**config.mk**
```make
export PLATFORM = sky130hd
export DESIGN_NAME = copr_mem_reader
export DESIGN_NICKNAME = d
export VERILOG_FILES = /design/src/rtl/copr_mem_reader.sv
export SDC_FILE = /design/constraint.sdc
export NUM_CORES = 1
export LEC_CHECK = 0
export ABC_AREA = 1
export BUFFER_PORTS_ARGS = -buffer_cell sky130_fd_sc_hd__buf_2
export CAP_MARGIN = 30
export CORE_MARGIN = 5
export CORE_UTILIZATION = 50
export DETAILED_ROUTE_END_ITERATION = 8
export PLACE_DENSITY = 0.73
export RECOVER_POWER = 25
export SETUP_SLACK_MARGIN = 0.15
export SYNTH_ARGS = -nofsm -noshare
export SYNTH_HDL_FRONTEND = slang
export SYNTH_SLANG_ARGS = --single-unit
```
**constraint.sdc**
```tcl
create_clock -name clk -period 7.9 [get_ports clk]
set_clock_uncertainty 0.05 [all_clocks]
set_input_delay 1.185 -clock clk [delete_from_list [all_inputs] [get_ports clk]]
set_output_delay 1.185 -clock clk [all_outputs]
set_load 0.05 [all_outputs]
```
**src/rtl/copr_mem_reader.sv**
```systemverilog
// copr_mem_reader: walks N_PORTS input ports in order, bursting port_len[p] RAM words from
// port_base[p] into each port through a send/rdy handshake behind a 2-entry skid FIFO.
module copr_mem_reader #(
    parameter int N_PORTS = 4,
    parameter int DATA_W  = 32,
    parameter int ADDR_W  = 10,
    parameter int LEN_W   = 8
) (
    input  logic                        clk,
    input  logic                        rst,
    input  logic                        i_start,
    input  logic [N_PORTS*ADDR_W-1:0]   i_port_base,
    input  logic [N_PORTS*LEN_W-1:0]    i_port_len,
    output logic                        o_mem_en,
    output logic [ADDR_W-1:0]           o_mem_addr,
    input  logic [DATA_W-1:0]           i_mem_data,
    output logic [DATA_W-1:0]           o_out_data,
    output logic [N_PORTS-1:0]          o_out_send,
    input  logic [N_PORTS-1:0]          i_out_rdy,
    output logic                        o_busy,
    output logic                        o_done
);
    localparam int P_W = N_PORTS > 1 ? $clog2(N_PORTS) : 1;
    typedef enum logic [2:0] {IDLE, SEL, STREAM, FLUSH, DONE} state_t;
    state_t                      r_state, w_next;
    logic [N_PORTS*ADDR_W-1:0]   r_base;
    logic [N_PORTS*LEN_W-1:0]    r_len;
    logic [P_W-1:0]              r_p;
    logic [LEN_W-1:0]            r_issue_cnt, r_xfer_cnt;
    logic                        r_inflight;
    logic [DATA_W-1:0]           r_fifo [2];
    logic                        r_wr_ptr, r_rd_ptr;
    logic [1:0]                  r_count;
    logic [ADDR_W-1:0]           w_base;
    logic [LEN_W-1:0]            w_len;
    logic                        w_last, w_pop, w_issue;
    logic [2:0]                  w_occ;

    assign w_base = r_base[int'(r_p)*ADDR_W +: ADDR_W];
    assign w_len  = r_len[int'(r_p)*LEN_W +: LEN_W];
    assign w_last = r_p == P_W'(N_PORTS-1);
    assign w_pop  = (r_count != 2'd0) && i_out_rdy[r_p];
    // Counting the same-cycle pop lets a full FIFO refill every cycle without ever exceeding two slots.
    assign w_occ   = 3'(r_count) + 3'(r_inflight) - 3'(w_pop);
    assign w_issue = (r_state == STREAM) && (r_issue_cnt < w_len) && (w_occ < 3'd2);

    assign o_mem_en   = w_issue;
    assign o_mem_addr = w_issue ? w_base + ADDR_W'(r_issue_cnt) : '0;
    assign o_out_data = r_fifo[r_rd_ptr];
    assign o_out_send = (r_count != 2'd0) ? N_PORTS'(1) << r_p : '0;
    assign o_busy     = r_state != IDLE;
    assign o_done     = r_state == DONE;

    always_comb begin
        w_next = r_state;
        case (r_state)
            IDLE:    w_next = i_start ? SEL : IDLE;
            SEL:     w_next = (w_len != '0) ? STREAM : (w_last ? DONE : SEL);
            STREAM:  w_next = (r_issue_cnt == w_len) ? FLUSH : STREAM;
            FLUSH:   w_next = (r_xfer_cnt == w_len && r_count == 2'd0 && !r_inflight) ?
                              (w_last ? DONE : SEL) : FLUSH;
            default: w_next = IDLE;
        endcase
    end

    always_ff @(posedge clk or posedge rst) begin
        if (rst) begin
            r_state     <= IDLE;
            r_base      <= '0;
            r_len       <= '0;
            r_p         <= '0;
            r_issue_cnt <= '0;
            r_xfer_cnt  <= '0;
            r_inflight  <= 1'b0;
            r_fifo[0]   <= '0;
            r_fifo[1]   <= '0;
            r_wr_ptr    <= 1'b0;
            r_rd_ptr    <= 1'b0;
            r_count     <= 2'd0;
        end else begin
            r_state    <= w_next;
            r_inflight <= w_issue;
            r_count    <= r_count + 2'(r_inflight) - 2'(w_pop);
            if (r_state == IDLE && i_start) begin
                r_base <= i_port_base;
                r_len  <= i_port_len;
                r_p    <= '0;
            end
            if (r_state == SEL) begin
                r_issue_cnt <= '0;
                r_xfer_cnt  <= '0;
            end
            if ((r_state == SEL && w_len == '0 && !w_last) || (r_state == FLUSH && w_next == SEL))
                r_p <= r_p + P_W'(1);
            if (w_issue)
                r_issue_cnt <= r_issue_cnt + LEN_W'(1);
            if (r_inflight) begin
                r_fifo[r_wr_ptr] <= i_mem_data;
                r_wr_ptr         <= !r_wr_ptr;
            end
            if (w_pop) begin
                r_rd_ptr   <= !r_rd_ptr;
                r_xfer_cnt <= r_xfer_cnt + LEN_W'(1);
            end
        end
    end
endmodule

```
Word-level counts from Yosys, hierarchy flattened
Cells that the tools add are included.

word-level totals
  input bits = 111
  output and inout port bits = 49
  logic and storage cells = 85
  register bits after elaboration = 162

operators by class
  add/sub/neg operators = 8
  bitwise operators = 2
  $mul = 1
  shift-type cells = 3
  $lt $le $gt $ge = 6
  reductions and logical operators = 24
  muxes and demuxes = 21
  equal/unequal tests = 8

operators with widths
  operator                                                                number
  32-bit two-way mux                                                      4
  64-bit bitwise mux                                                      1
  40-bit by 7-bit indexed part select with 10-bit output                  1
  32-bit demux with 1-bit select                                          1
  32-bit by 6-bit indexed part select with 8-bit output                   1
  8-bit two-way mux                                                       3
  8-bit by 1-bit adder with 8-bit output (second input constant)          2
  8-bit equality test                                                     2
  3-bit case mux with 4 select lines                                      1
  10-bit by 8-bit adder with 10-bit output                                1
  1-bit logical AND                                                       10
  10-bit two-way mux                                                      1
  3-bit two-way mux                                                       3
  8-bit logical NOT                                                       1
  8-bit < comparator                                                      1
  2-bit nonzero test                                                      4
  8-bit nonzero test                                                      1
  3-bit by 1-bit equality test with 1-bit output (second input constant)  2
  3-bit by 2-bit equality test with 1-bit output (second input constant)  2
  2-bit by 3-bit multiplier with 5-bit output (second input constant)     1
  2-bit >= comparator (second input constant)                             2
  1-bit logical NOT                                                       4
  2-bit two-way mux                                                       2
  4-bit two-way mux                                                       1
  18 further kinds                                                        21

Logic depth before layout (Yosys ltp)
  depth after elaboration = 10
  mapped depth = 20
  depth with buffers taken out = 19

Worst setup path before layout
Ideal clock, no wire load.

  kind = input to output
  start point = in i_out_rdy[1]
  end point = out o_mem_addr[4]
  stages on the path = 17
  data required time = 6665 ps
  buffers on the path = 0
  setup slack = 2112 ps
  arrival time = 4553 ps
  cell sequence = o21ai_0 -> o22ai_1 -> nand2_1 -> inv_1 -> ha_1 -> inv_1 -> ha_1 -> inv_1 -> fa_1 -> inv_1 -> a211oi_1 -> nand2_1 -> a21oi_1 -> nand3_1 -> inv_1 -> o21ai_0 -> a21oi_1

on the way
  cells in the longest elaborated chain, start to end = 7

ends and longest elaborated chain
  what                                           RTL line  RTL
  from (decl)                                    19        input logic [N_PORTS-1:0] i_out_rdy,
  1-bit binary-select mux with 2-bit select      42        assign w_pop = (r_count != 2'd0) && i_out_rdy[r_p];
  1-bit two-way mux (implied by the code)        42
  1-bit logical AND                              42
  net w_pop                                      36        logic w_last, w_pop, w_issue;
  3-bit by 1-bit subtractor with 3-bit output    44        assign w_occ = 3'(r_count) + 3'(r_inflight) - 3'(w_pop);
  net w_occ[1]                                   37        logic [2:0] w_occ;
  3-bit by 2-bit < comparator with 1-bit output  45        assign w_issue = (r_state == STREAM) && (r_issue_cnt < w_len) && (w_occ < 3'd2);
  1-bit logical AND                              45
  net o_mem_en                                   14        output logic o_mem_en,
  10-bit two-way mux                             48        assign o_mem_addr = w_issue ? w_base + ADDR_W'(r_issue_cnt) : '0;
  to (decl)                                      15        output logic [ADDR_W-1:0] o_mem_addr,

The timed path passes the listed nets, and every way through them passes these cells. The select of a mux whose other input is x is not followed.

Final worst setup path
  start point = reg r_p[1]
  end point = out o_mem_addr[9]

on the way
  cells in the longest elaborated chain, start to end = 7
  elaborated cells on any way between the ends = 13
  classes of those cells = add/sub (2); mul (1); order compare (2); shift (2); mux (3); reduce/logical (3)

ends and longest elaborated chain
  what                                           RTL line  RTL
  from (decl)                                    28        logic [P_W-1:0] r_p;
  from (signal assigned)                         94        r_p <= r_p + P_W'(1);
  1-bit binary-select mux with 2-bit select      42
  1-bit two-way mux (implied by the code)        42
  1-bit logical AND                              42
  net w_pop                                      36
  3-bit by 1-bit subtractor with 3-bit output    44
  net w_occ[1]                                   37
  3-bit by 2-bit < comparator with 1-bit output  45
  1-bit logical AND                              45
  10-bit two-way mux                             48

The timed path passes the listed nets, and every way through them passes these cells. The select of a mux whose other input is x is not followed.

==> flow_summary.yaml <==
hold_path:
  hp-class: "reg -> reg"
  worstHoldStart: "r_len[15]"
  min_to: "r_len[15]"
  hold_depth: 2
clock_network:
  clk_pin_slew_ns: 0.06
  clockBufferDepth: 2
  cts.sinks: 162
  cts_hold_buf: 0
  cts_resized: 0
  cts_made_buffers: 17
  postCtsSetupBuffers: 0
  cts_tree: "built"
  cts_htree_levels: 4
  cts_root_buffer: "clkbuf_16"
  clk_latency_ns: 0.42
pwr:
  p_per_area_mw_per_mm2: 462
  vdd_ir_drop_max_mv: 0.231
  p_leak_nw: 5.34
detailed_routing:
  drc_errors: 0
  post_drt_via_cell_ratio: 5.04
  vias: 7151
  drt-initial-drc-count: 494
  wl_um: 20000
  ant_nets: 0
  wl_per_cell_um: 14.1
  first_pass_iters: 5
logic_synthesis:
  synth-edff-count: 0
  yosysSeqAreaShare_pct: 50.3
  yosysWarningCount: 0
  async_flop_share_pct: 100
  synth_nets: 1191
  synth_flop_cell: "dfrtp_1"
  syn-cell-area_mm2: 0.00806
  netlist_top_cells_area: "dfrtp_1 (50%), nand2_1 (22%), o21ai_0 (6.2%)"
  avgSynthCellArea_um2: 7.65
  yosysUniqueCellTypes: 35
  synth_top_area_share_pct: 50.3
  synth_top_cell_by_area: "dfrtp_1"
  syn_inst: 1054
  synth_seq_cells: 162
global_routing:
  grt_pass1_vias: 6825
  overflow: 0
  grt_pass1_wl_um: 32800
  antenna_found_initial: 0
  grt_max_degree: 104
  grt.total_usage_pct: 22.1
timing:
  period_share_pct: 80.4
  tightestPinTransition_ns: 4.39
  period_minus_slack_ns: 6.35
  max_slew_margin_pct: -194
  rsz0062_at_grt: "false"
  drv_slew: 154
  setup_viol: 0
  max_clock_freq_ghz: 0.157
  fin_tns_setup_ns: 0
  finalHoldViolCount: 0
cells_and_area:
  fin_cells: 1419
  drive_above_1_share_pct: 16.9
  n_antenna_cell: 0
  area_growth_pct: 19.3
  fin_nets: 1329
die:
  die_h_um: 137
  io_pins: 160
  fp.coreArea_mm2: 0.0158
  placementRows: 46
  die-area_mm2: 0.0188
  initial_core_util_pct: 50.9
  die_x_um: 137
setup_path:
  reg2reg_slack_ns: 3.43
  critPathRequiredTime_ns: 6.66
  critical_path_class: "reg -> out"
  worstSetupEndpointType: "primary output"
  worstPathArrival_ns: 5.12
  reg2reg_depth: 19
  timing.rr.end: "r_issue_cnt[1]"
  worst-path-max-fanout: 22
  cp-start-kind: "register"
  worstReg2RegStart: "r_p[1]"
status:
  violations: "max-capacitance violations, max-slew violations"
  status: "finished with violations"
placed_design:
  gp_congestion: 0.956
  place_inst: 1389
  hpwl_um: 14300
  numPortBuffers: 159
run:
  maxCapViolCount: 2
placed cells by master (no fill, tap or decap), types with 4 or more instances in the layout:
master,instances
a21oi_1,16
buf_2,158
buf_4,5
bufinv_16,4
clkbuf_1,6
clkbuf_16,17
dfrtp_1,162
ha_1,24
inv_1,75
nand2_1,475
nand2_2,4
nand3_1,37
nand4_1,4
nor2_1,54
nor3_1,4
o21ai_0,100
o22ai_1,13
xor2_1,11
synthesized netlist by cell type (2+ instances only):
cell type,instances
fa_1,2
inv_1,77
nand2_1,475
a21oi_1,16
buf_2,9
buf_4,2
ha_1,24
o32ai_1,2
buf_6,2
nor3_1,4
nor2_1,54
nand4_1,4
clkbuf_1,35
xor2_1,11
o21ai_0,100
nand3b_1,2
nor4_1,2
o211ai_1,2
o22ai_1,13
dfrtp_1,162
nor2_2,2
nand3_1,38
nand2_2,4
stage by stage:
stage	instance area (um^2)	util [%]	hold WS [ns]	setup slack [ns]	power [mW]
2_1_floorplan	8060	-	0.394	2.11	3.03
6_report	9610	60.7	0.431	1.55	4.44
3_5_place_dp	9030	57.0	0.410	2.03	3.59
3_3_place_gp	8960	56.6	0.409	2.19	3.52
4_1_cts	9640	60.9	0.427	1.56	4.46
5_1_grt	9610	60.7	0.452	1.15	4.77
flip-flops by register name (all words and copies together) (netlist names):
signal / flops
r_xfer_cnt: 8
r_issue_cnt: 8
r_state: 3
r_base: 40
r_len: 32
r_rd_ptr: 1
r_fifo: 64
r_inflight: 1
r_wr_ptr: 1
r_count: 2
r_p: 2
layer usage:
metal / share of wire (%) / global-route usage [%]
met5: 0 / 0
met4: 1.3 / 5.76
met3: 6.9 / 5.18
met2: 47 / 35.1
met1: 44 / 30.6
critical path: stages, from the launching register on:
cell      delay (ns)
dfrtp_1         0.63
inv_1           0.65
o21ai_0         0.21
o22ai_1         0.25
nand2_1         0.25
inv_1           0.21
ha_1            0.26
inv_1           0.06
ha_1            0.13
inv_1           0.05
fa_1            0.47
inv_1           0.05
a211oi_1        0.17
nand2_1         0.08
a21oi_1         0.11
nand3_1         0.08
buf_4           0.20
inv_1           0.28
o21ai_0         0.15
a21oi_1         0.13
buf_2           0.28
cell type report:
class                      instances  area, um^2
clock inverter                     8         154
inverter                          79         298
multi-input combinational        765        3500
clock buffer                      22         454
sequential                       162        4050
fill                            1460        6210
timing repair buffer             167         883
tap                              216         270
report_power, final:
part / total, mW / switching (mW) / internal, mW
sequential: 1.44 / 0.233 / 1.21
clock: 0.856 / 0.320 / 0.536
combinational: 2.14 / 1.53 / 0.610
total: 4.44 / 2.08 / 2.36
how the worst max path moves through the flow:
stage,endpoint,depth (start not counted),startpoint
finish,o_mem_addr[9],20,r_p[1]
global route,o_mem_addr[7],20,r_p[1]
CTS,o_mem_addr[9],20,r_p[1]
detailed placement,o_mem_addr[9],20,r_p[1]
global placement,o_mem_addr[9],20,r_p[1]
floorplan,o_mem_addr[4],17,i_out_rdy[1]
cells by family (layout without fill, tap and decap cells):
kind of cell               count (synthesis)  in the layout  share of synthesized area [%]
and+or+nand+nor                          587            587                           28.6
xor gates and xnor gates                  12             12                           1.30
AOI/OAI and AO/OA                        140            140                           9.27
buffers and inverters                    127            276                           6.33
DFF                                      162            162                           50.3
adders and majority gates                 26             26                           4.22
(Power assumes the default switching activity.)
